`config.mk`:
```
export PLATFORM = sky130hd
export DESIGN_NAME = logic_gate_pipe
export DESIGN_NICKNAME = d
export VERILOG_FILES = /design/src/rtl/logic_gate_pkg.sv /design/src/rtl/logic_gate_core.sv /design/src/rtl/logic_gate_pipe.sv
export SDC_FILE = /design/constraint.sdc
export NUM_CORES = 1
export LEC_CHECK = 0
export CORE_MARGIN = 4
export CORE_UTILIZATION = 30
export CTS_BUF_LIST = sky130_fd_sc_hd__clkbuf_8 sky130_fd_sc_hd__clkbuf_16
export DETAILED_ROUTE_END_ITERATION = 6
export MAX_ROUTING_LAYER = met4
export SLEW_MARGIN = 20
export SYNTH_ARGS = -nofsm -noshare
export SYNTH_HDL_FRONTEND = slang
export SYNTH_SLANG_ARGS = --single-unit
export TNS_END_PERCENT = 5
```
`constraint.sdc`:
```
create_clock -name clk -period 4.2 [get_ports clk]
set_clock_uncertainty 0.1 [all_clocks]
set_input_delay 1.26 -clock clk [delete_from_list [all_inputs] [get_ports clk]]
set_output_delay 1.26 -clock clk [all_outputs]
set_load 0.02 [all_outputs]
```
`src/rtl/logic_gate_pkg.sv`:
```
// Shared encodings, FSM state type and reduce-fold helpers for logic_gate_pipe.
package logic_gate_pkg;

  localparam logic [2:0] OP_AND  = 3'd0;
  localparam logic [2:0] OP_NAND = 3'd1;
  localparam logic [2:0] OP_OR   = 3'd2;
  localparam logic [2:0] OP_NOR  = 3'd3;
  localparam logic [2:0] OP_XOR  = 3'd4;
  localparam logic [2:0] OP_XNOR = 3'd5;

  localparam logic MODE_BITWISE = 1'b0;
  localparam logic MODE_REDUCE  = 1'b1;

  typedef enum logic [1:0] {
    ST_IDLE  = 2'd0,
    ST_ACCUM = 2'd1,
    ST_EMIT  = 2'd2
  } state_e;

  // Non-inverting base operation behind each op pair, at the maximum width.
  function automatic logic [63:0] base_op(input logic [63:0] a, input logic [63:0] b,
                                          input logic [2:0] op);
    case (op)
      OP_AND, OP_NAND: base_op = a & b;
      OP_OR,  OP_NOR:  base_op = a | b;
      OP_XOR, OP_XNOR: base_op = a ^ b;
      default:         base_op = '0;
    endcase
  endfunction

  // Identity element of the base operation, so a first beat folds to in_a.
  function automatic logic [63:0] base_ident(input logic [2:0] op);
    base_ident = (op == OP_AND || op == OP_NAND) ? '1 : '0;
  endfunction

endpackage

```
`src/rtl/logic_gate_core.sv`:
```
// Combinational WIDTH-bit two-operand logic op with reserved-code error flag.
module logic_gate_core
  import logic_gate_pkg::*;
#(
  parameter int WIDTH = 8
) (
  input  logic [WIDTH-1:0] a,
  input  logic [WIDTH-1:0] b,
  input  logic [2:0]       op,
  output logic [WIDTH-1:0] result,
  output logic             err
);

  always_comb begin
    result = '0;
    err    = 1'b0;
    case (op)
      OP_AND:  result = a & b;
      OP_NAND: result = ~(a & b);
      OP_OR:   result = a | b;
      OP_NOR:  result = ~(a | b);
      OP_XOR:  result = a ^ b;
      OP_XNOR: result = ~(a ^ b);
      default: err = 1'b1;
    endcase
  end

endmodule

```
`src/rtl/logic_gate_pipe.sv`:
```
// Bitwise / reduce logic-op pipeline with a single registered output stage.
// Handshakes: a beat transfers on a rising edge where valid and ready are both high.
module logic_gate_pipe
  import logic_gate_pkg::*;
#(
  parameter int WIDTH = 8,
  parameter int CNT_W = 8
) (
  input  logic             clk,
  input  logic             rst,
  input  logic             in_valid,
  output logic             in_ready,
  input  logic [WIDTH-1:0] in_a,
  input  logic [WIDTH-1:0] in_b,
  input  logic [2:0]       op_sel,
  input  logic             mode,
  input  logic             in_last,
  output logic             out_valid,
  input  logic             out_ready,
  output logic [WIDTH-1:0] out_result,
  output logic [CNT_W-1:0] out_count,
  output logic             out_err,
  output state_e           dbg_state
);

  state_e           state_q, state_d;
  logic [WIDTH-1:0] acc_q, acc_d;
  logic [CNT_W-1:0] cnt_q, cnt_d;
  logic [2:0]       op_q, op_d;
  logic             out_valid_q, out_valid_d;
  logic [WIDTH-1:0] out_result_q, out_result_d;
  logic [CNT_W-1:0] out_count_q, out_count_d;
  logic             out_err_q, out_err_d;

  logic             accept, first, eff_mode;
  logic [2:0]       eff_op;
  logic [WIDTH-1:0] fold_seed, core_a, core_b, core_res;
  logic             core_err;
  logic [63:0]      ident64, seed64, a64, fold64;
  logic [CNT_W-1:0] next_cnt;

  assign in_ready = !rst && (!out_valid_q || out_ready);
  assign accept   = in_valid && in_ready;
  // Outside ACCUM every accepted beat starts a new transaction.
  assign first    = (state_q != ST_ACCUM);
  assign eff_op   = first ? op_sel : op_q;
  assign eff_mode = first ? mode : MODE_REDUCE;

  always_comb begin
    ident64   = base_ident(eff_op);
    fold_seed = first ? ident64[WIDTH-1:0] : acc_q;
    seed64    = '0;
    seed64[WIDTH-1:0] = fold_seed;
    a64       = '0;
    a64[WIDTH-1:0] = in_a;
    fold64    = base_op(seed64, a64, eff_op);
    core_a    = (eff_mode == MODE_BITWISE) ? in_a : fold_seed;
    core_b    = (eff_mode == MODE_BITWISE) ? in_b : in_a;
    next_cnt  = first ? CNT_W'(1) : ((cnt_q == '1) ? cnt_q : cnt_q + CNT_W'(1));
  end

  // The core also produces the final reduce result: op(acc, last a) is the inverted-as-needed fold.
  logic_gate_core #(.WIDTH(WIDTH)) u_core (
    .a      (core_a),
    .b      (core_b),
    .op     (eff_op),
    .result (core_res),
    .err    (core_err)
  );

  always_comb begin
    state_d      = state_q;
    acc_d        = acc_q;
    cnt_d        = cnt_q;
    op_d         = op_q;
    out_valid_d  = out_valid_q;
    out_result_d = out_result_q;
    out_count_d  = out_count_q;
    out_err_d    = out_err_q;
    if (out_valid_q && out_ready) begin
      out_valid_d = 1'b0;
      state_d     = ST_IDLE;
    end
    if (accept) begin
      if (eff_mode == MODE_BITWISE) begin
        out_valid_d  = 1'b1;
        out_result_d = core_res;
        out_count_d  = CNT_W'(1);
        out_err_d    = core_err;
        state_d      = ST_EMIT;
      end else begin
        acc_d = fold64[WIDTH-1:0];
        cnt_d = next_cnt;
        op_d  = eff_op;
        if (in_last) begin
          out_valid_d  = 1'b1;
          out_result_d = core_res;
          out_count_d  = next_cnt;
          out_err_d    = core_err;
          state_d      = ST_EMIT;
        end else begin
          state_d = ST_ACCUM;
        end
      end
    end
  end

  always_ff @(posedge clk) begin
    if (rst) begin
      state_q      <= ST_IDLE;
      acc_q        <= '0;
      cnt_q        <= '0;
      op_q         <= '0;
      out_valid_q  <= 1'b0;
      out_result_q <= '0;
      out_count_q  <= '0;
      out_err_q    <= 1'b0;
    end else begin
      state_q      <= state_d;
      acc_q        <= acc_d;
      cnt_q        <= cnt_d;
      op_q         <= op_d;
      out_valid_q  <= out_valid_d;
      out_result_q <= out_result_d;
      out_count_q  <= out_count_d;
      out_err_q    <= out_err_d;
    end
  end

  assign out_valid  = out_valid_q;
  assign out_result = out_result_q;
  assign out_count  = out_count_q;
  assign out_err    = out_err_q;
  assign dbg_state  = state_q;

endmodule

```
==> impl_metrics.ini, run 1 <==
[clock_network]
cts.clk_slew.worst_paths_ns = 0.08
clkSinkCount = 39
clk_latency_ns = 0.29
post-cts-setup-buffers = 0
cts_hold_buf = 0
cts_root_buf = clkbuf_8
cts_buffers = 5
clockBufferDepth = 2
cts_tree = yes
cts_max_level = 2
cts_resized = 0

[final_layout]
stdcell_count = 531
drive_gt1_share_pct = 7.46
diodes = 0
nets = 459
syn_to_final_growth_pct = 24.3

[grt]
grt.overflow.total = 0
grt_max_degree = 32
grt_util_met1_pct = 16.5
antenna_found_initial = 0
gr-max-usage-layer = met2
gr-usage-met3_pct = 2.43
met2_usage_pct = 22.4
grt_pass1_vias = 2570
grt_first_pass_wirelength_um = 12100
track_usage_pct = 13.3

[synthesis]
synth.distinct_cells = 49
netlist.area_leader.share_pct = 26.8
netlist_area_mm2 = 0.00291
syn_area_per_cell_um2 = 8.17
ys.flop_type = dfxtp_1
synth-edff-count = 0
synth_async_sr_flop_share_pct = 0
ys_ff_latch = 39
syn_inst = 356
syn_nets = 414
synth_area_leaders = dfxtp_1, ha_1, o21ai_0, nand2_1, inv_1
yosysSeqAreaShare_pct = 26.8
synth_warnings = 0
yosysTopAreaCell = dfxtp_1

[setup_path]
crit_path_top_delay_cell = clkdlybuf4s50_1
worstPathCellList = clkdlybuf4s50_1 -> nand2b_1 -> and2_0 -> clkdlybuf4s50_1
worstSetupPathType = input port to output port
path_max_fanout = 2
cpPeakStageDelay_ns = 0.62
crit_top_cell = clkdlybuf4s50_1
cp.required_ns = 2.84
endpoint_kind = output port
critPathTopFamily = buffers and inverters
worstPathBufferInverterCount = 2
critPathArrivalTime_ns = 2.64
start_kind = input port

[floorplanning]
io-pin-count = 46
die_w_um = 106
start_util_pct = 31.2
core_mm2 = 0.00933
rows = 35
die_h_um = 106
die-area_mm2 = 0.0113

[timing]
setup_viol = 0
tightest_slew_ns = 0.961
fin_crit_sh_pct = 95.1
fin_crit_ns = 4.00
maxSlewViolCount = 0
hold_violations = 0
maxSlewHeadroom_pct = 35.6
tns_ns = 0
fin_ws_ns = 0.205
rsz0062_at_grt = false
max_freq_mhz = 250

[route]
ant_nets = 0
routedWlPerCell_um = 13.8
wl_um = 7340
vias = 2670
remaining_drc_errors = 0
dr.pass1.iters = 5
vias_per_cell = 5.03
drtIter0Drc = 180

[pwr]
cellPowerDensity_mw_per_mm2 = 267
p_leak_nw = 1.47
irDropWorstVdd_uv = 127

[place]
dp_hpwl_um = 5290
pre_cts_slack_ns = 0.210
place.gp.congestion = 0.835
io_buffers = 45
dp_cells = 523

[run_status]
status = finished, final reports clean

[min_path]
holdCritPathClass = register to register

[job]
maxCapViolations = 0
==> cell families (layout without fill, tap and decap cells) <==
group,Yosys count,in the layout,synth area share [%]
adders and majority gates,33,33,14.2
DFF,39,39,26.8
muxes,13,13,4.95
AOI/OAI and AO/OA,102,102,24.0
and+or+nand+nor,94,94,15.4
buffers and inverters,53,99,8.00
xor gates and xnor gates,22,22,6.62
==> final timing paths <==
path | from | end | slack [ns] | cells past startpoint
worst max-delay path | out_ready | in_ready | 0.20 | 4
worst min-delay path | acc_q[3] | acc_q[3] | 0.35 | 2
worst max register to register | dbg_state[1] | out_result[5] | 1.27 | 9
worst min register to register | acc_q[3] | acc_q[3] | 0.35 | 2
==> synthesized netlist by cell type, types with 7 or more instances <==
library cell	number
o21ai_0	31
a22o_1	9
xor2_1	8
a31oi_1	8
mux2i_1	11
inv_1	35
nor2_1	25
nand3_1	7
clkbuf_1	8
a21oi_1	24
o2bb2ai_1	7
nand2_1	40
ha_1	33
dfxtp_1	39
a222oi_1	7
xnor2_1	14
==> state kept, by name, summed over array words and instances, names as in the netlist <==
register    count
acc_q           8
cnt_q           8
out_count       8
out_result      8
op_q            3
dbg_state       2
out_err         1
out_valid       1
==> routing by layer <==
layer,vias to the layer above,share of wire (%)
li1,1338,-
met1,1262,46
met2,66,47
met3,4,5.6
met4,0,0.97
met5,-,0
==> placed cells by master (no fill, tap or decap), types with 3 or more instances in the layout <==
| cell | instances |
|---|---|
| nand3_1 | 7 |
| xnor2_1 | 14 |
| a22o_1 | 9 |
| clkdlybuf4s50_1 | 45 |
| nor2_1 | 25 |
| xor2_1 | 8 |
| dfxtp_1 | 39 |
| inv_1 | 35 |
| o21ai_0 | 31 |
| o41ai_1 | 3 |
| mux2i_1 | 11 |
| nand2b_1 | 4 |
| ha_1 | 33 |
| a21oi_1 | 24 |
| nand2_1 | 40 |
| buf_4 | 11 |
| a31oi_1 | 8 |
| a222oi_1 | 7 |
| o2bb2ai_1 | 7 |
| clkbuf_8 | 5 |
==> worst reg2reg max path, cell delays in order (launching register included) <==
cell and delay [ns]:
dfxtp_1 0.44, nand2b_1 0.60, o21ai_0 0.20, buf_4 0.21, o21ai_0 0.15, o21ai_0 0.21, ha_1 0.33, xnor2_1 0.13
a222oi_1 0.32, o2bb2ai_1 0.12
==> final cells by class <==
type                       instances  area (um^2)
inverter                          35          131
fill                             942         5710
tap                              129          161
timing repair buffer              56          533
clock buffer                       5         68.8
multi-input combinational        264         1900
clock inverter                     3         43.8
sequential                        39          781
==> per-stage QoR <==
stage	util [%]	cell area (um^2)	total power, mW	hold WS, ns
final	38.8	3610	0.966	0.354
after global routing	38.8	3610	1.02	0.376
after CTS	38.8	3610	0.981	0.356
after detailed placement	37.5	3500	0.654	0.344
after global placement	37.5	3500	0.645	0.341
after floorplan	-	2910	0.568	0.333
==> where the power goes <==
group | switching (mW) | internal, mW
Clock | 0.146 | 0.177
Combinational | 0.134 | 0.118
Sequential | 0.00863 | 0.382
(Power assumes the default switching activity.)
==> run 2, diff against run 1 <==
--- a/config.mk
+++ b/config.mk
@@ -9,8 +9,8 @@
 export CORE_UTILIZATION = 30
 export CTS_BUF_LIST = sky130_fd_sc_hd__clkbuf_8 sky130_fd_sc_hd__clkbuf_16
 export DETAILED_ROUTE_END_ITERATION = 6
-export MAX_ROUTING_LAYER = met4
-export SLEW_MARGIN = 20
+export GPL_TIMING_DRIVEN = 0
+export SLEW_MARGIN = 0
 export SYNTH_ARGS = -nofsm -noshare
 export SYNTH_HDL_FRONTEND = slang
 export SYNTH_SLANG_ARGS = --single-unit
==> run 2 against run 1 <==
Effect of this change: sequential power is essentially flat; combinational power is essentially flat; clock-buffer cell count is the same; largest cell class unchanged; first-iteration DRC count grew 11%; critical path depth is the same.
==> impl_metrics.ini, run 2 (synthesized netlist as in run 1, its figures left out) <==
[final_layout]
final_common_cell = clkdlybuf4s50_1
seq_area_um2 = 781
multi_input_area_mm2 = 0.00190
diodes = 0
drive_gt1_share_pct = 6.88
nets = 464
layout_common_cells = clkdlybuf4s50_1, nand2_1, dfxtp_1
design_area_mm2 = 0.00358
fillers = 962
syn_to_final_growth_pct = 23.2

[setup_path]
crit_path_top_delay_cell = clkdlybuf4s50_1
endpoint_kind = output port
cpPeakStageDelay_ns = 0.48
worstPathCellList = clkdlybuf4s50_1 -> inv_1 -> and2_0 -> dlygate4sd2_1
worstSetupPathType = input port to output port
path_max_fanout = 6
start_kind = input port
critPathArrivalTime_ns = 2.60
cp.required_ns = 2.84

[floorplanning]
core_mm2 = 0.00933
die-area_mm2 = 0.0113
start_util_pct = 31.2
die_h_um = 106
die_w_um = 106
io-pin-count = 46
rows = 35

[route]
dr.pass1.iters = 4
drtIter0Drc = 200
remaining_drc_errors = 0
wl_um = 7720
vias = 2725
vias_per_cell = 5.08
routedWlPerCell_um = 14.4
ant_nets = 0

[min_path]
holdCritPathClass = register to register

[clock_network]
cts_root_buf = clkbuf_8
cts_buffers = 5
clkSinkCount = 39
clk_latency_ns = 0.29
cts_tree = yes
cts_hold_buf = 0
clockBufferDepth = 2
cts.clk_slew.worst_paths_ns = 0.08
cts_max_level = 2

[pwr]
total_power_mw = 0.903
irDropWorstVdd_uv = 123
cellPowerDensity_mw_per_mm2 = 252
p_leak_nw = 1.46

[grt]
grt_max_degree = 13
grt.overflow.total = 0
grt_pass1_vias = 2702
antenna_found_initial = 0
track_usage_pct = 14.1
grt_first_pass_wirelength_um = 13000

[place]
postPlaceCellArea_mm2 = 0.00350
dp_hpwl_um = 5840
io_buffers = 43
pre_cts_slack_ns = -0.0996
place.gp.congestion = 0.880

[timing]
hold_violations = 0
timing.hold.ws_ns = 0.353
maxSlewHeadroom_pct = 41.4
fin_crit_sh_pct = 94.2
max_freq_mhz = 253
fin_ws_ns = 0.243
tns_ns = 0
setup_viol = 0
fin_crit_ns = 3.96
rsz0062_at_grt = false
maxSlewViolCount = 0
tightest_slew_ns = 0.875

[run_status]
status = finished, final reports clean

[job]
maxCapViolations = 0
## run 2: repair_timing
action | in CTS | in global routing
gates resized for setup | 1 | 1
setup buffers | 0 | 0
endpoints found under the setup margin | 1 | 2
## run 2: worst max-delay path, delay by kind of cell
kind	cells	cell delay (ns)
AND/OR/NAND/NOR	1	0.27
buffers and inverters	3	1.06
## run 2: path summary, 6_finish.rpt
kind	from	to	slack [ns]	cells past startpoint
setup / recovery	rst	in_ready	0.24	4
hold reg to reg	acc_q[1]	acc_q[1]	0.35	2
hold / removal	acc_q[1]	acc_q[1]	0.35	2
setup reg to reg	dbg_state[1]	out_result[5]	1.14	10
## run 2: routing by layer
layer  vias to the layer above  GRT usage, %  wire [um]
met5                         -             0          0
met2                        67          23.1       3590
met3                        11          2.67        447
li1                       1347             -          -
met4                         0          5.30        149
met1                      1300          18.4       3530
## run 2: area by class of cell
class	count	share of cell area [%]
Buffer	18	2.83
Clock buffer	5	1.92
Timing Repair Buffer	43	12.0
Tap cell	129	4.50
Clock inverter	3	0.454
Multi-Input combinational cell	264	52.9
Sequential cell	39	21.8
Inverter	35	3.66
## run 2: per-stage QoR
stage / cells / util [%]
floorplan: 356 / -
global placement: 528 / 37.5
CTS: 536 / 38.4
detailed placement: 528 / 37.5
finish: 536 / 38.4
global route: 536 / 38.4
## run 2: power breakdown
| part | leakage, nW | total, mW | switching [mW] | internal (mW) |
|---|---|---|---|---|
| clock network | 0.0453 | 0.259 | 0.145 | 0.114 |
| registers | 0.316 | 0.390 | 0.00842 | 0.382 |
| logic | 1.10 | 0.254 | 0.138 | 0.116 |
==> run 3, diff against run 2 <==
--- a/config.mk
+++ b/config.mk
@@ -5,12 +5,13 @@
 export SDC_FILE = /design/constraint.sdc
 export NUM_CORES = 1
 export LEC_CHECK = 0
+export ABC_CLOCK_PERIOD_IN_PS = 4200
 export CORE_MARGIN = 4
-export CORE_UTILIZATION = 30
+export CORE_UTILIZATION = 50
 export CTS_BUF_LIST = sky130_fd_sc_hd__clkbuf_8 sky130_fd_sc_hd__clkbuf_16
 export DETAILED_ROUTE_END_ITERATION = 6
 export GPL_TIMING_DRIVEN = 0
-export SLEW_MARGIN = 0
+export PLACE_DENSITY = 0.75
 export SYNTH_ARGS = -nofsm -noshare
 export SYNTH_HDL_FRONTEND = slang
 export SYNTH_SLANG_ARGS = --single-unit
==> run 3 against run 2 <==
Effect of this change: maximum frequency up 1.3%; via count up 1.9%; worst hold slack better by 0.0021 ns; final area down 2.0%; sequential power about the same; critical path type unchanged; critical endpoint unchanged; largest power group unchanged; highest routed layer unchanged.
==> impl_metrics.ini, run 3 (synthesized netlist as in run 1, its figures left out) <==
[run_status]
status = finished, final reports clean

[place]
place.gp.congestion = 0.876
io_buffers = 43
dp_hpwl_um = 5390
pre_cts_slack_ns = -0.167

[clock_network]
clk_latency_ns = 0.30
cts_resized = 1
cts_max_level = 2
post-cts-setup-buffers = 0
cts_tree = yes
cts_buffers = 5
cts.clk_slew.worst_paths_ns = 0.09
clockBufferDepth = 2
cts_root_buf = clkbuf_8
cts_hold_buf = 0
clkSinkCount = 39

[min_path]
holdCritPathClass = register to register
whs_path_depth = 2

[timing]
fin_crit_sh_pct = 93.0
fin_ws_ns = 0.295
rsz0062_at_grt = false
tightest_slew_ns = 1.04
max_freq_mhz = 256
hold_violations = 0
setup_viol = 0
maxSlewHeadroom_pct = 30.3
fin_crit_ns = 3.91
maxSlewViolCount = 0

[grt]
grt_pass1_vias = 2605
antenna_found_initial = 0
grt.overflow.total = 0
grt_max_degree = 13
grt_first_pass_wirelength_um = 12500
track_usage_pct = 21.2

[job]
maxCapViolations = 0

[pwr]
cellPowerDensity_mw_per_mm2 = 260
total_power_mw = 0.914
irDropWorstVdd_uv = 146
p_leak_nw = 1.46

[final_layout]
postLayoutCoreUtil_pct = 63.0
final_common_cell = clkdlybuf4s50_1
drive_gt1_share_pct = 6.88
layout_common_cells = clkdlybuf4s50_1, nand2_1, dfxtp_1
fillers = 509
nets = 464
syn_to_final_growth_pct = 20.8
diodes = 0

[setup_path]
endpoint_kind = output port
path_max_fanout = 6
cp.required_ns = 2.84
critPathArrivalTime_ns = 2.55
worstSetupPathType = input port to output port
reg2reg_depth = 10
start_kind = input port

[floorplanning]
start_util_pct = 52.2
rows = 27
core_mm2 = 0.00557
io-pin-count = 46
die_h_um = 84.3
die-area_mm2 = 0.00710
die_w_um = 84.3

[route]
drtIter0Drc = 180
vias = 2777
routedWlPerCell_um = 15.7
ant_nets = 0
remaining_drc_errors = 0
vias_per_cell = 5.80
dr.pass1.iters = 5
wl_um = 7500
[run 3: final cells by class]
cell class | count | area (um^2) | area share, %
plain buffers | 18 | 101 | 2.88
clock buffers | 5 | 68.8 | 1.96
clock inverters | 3 | 16.3 | 0.463
inverters | 35 | 131 | 3.74
multi-input cells | 264 | 1900 | 54.0
flip-flops and latches | 39 | 781 | 22.2
well taps | 72 | 90.1 | 2.56
repair buffers | 43 | 429 | 12.2
[run 3: stage by stage]
stage	TNS (ns)	std cells	hold WS [ns]	cell area, um^2
after floorplan	0	356	0.333	2910
after global placement	-0.291	471	0.339	3430
after detailed placement	-0.540	471	0.343	3430
after CTS	0	479	0.355	3510
after global routing	0	479	0.376	3510
final	0	479	0.355	3510
[run 3: critical path: stages]
cell	delay, ns
clkdlybuf4s50_1	0.47
nand2b_1	0.21
and2_0	0.24
dlygate4sd2_1	0.36
[run 3: final timing paths]
| check | start | endpoint | slack, ns |
|---|---|---|---|
| worst max-delay path | out_ready | in_ready | 0.29 |
| worst min-delay path | acc_q[7] | acc_q[7] | 0.36 |
| worst max register to register | dbg_state[1] | out_result[7] | 1.10 |
| worst min register to register | acc_q[7] | acc_q[7] | 0.36 |
[run 3: report_power, final]
| part | switching, mW | internal (mW) | total, mW | leakage (nW) |
|---|---|---|---|---|
| Sequential | 0.00888 | 0.382 | 0.391 | 0.316 |
| Combinational | 0.141 | 0.116 | 0.257 | 1.10 |
| Clock | 0.152 | 0.114 | 0.267 | 0.0453 |
[run 3: layer usage]
layer	GRT usage, %	wire length (um)	up-vias
li1	-	-	1352
met1	28.0	3290	1316
met2	35.9	3590	100
met3	4.12	523	9
met4	4.82	88	0
met5	0	0	-
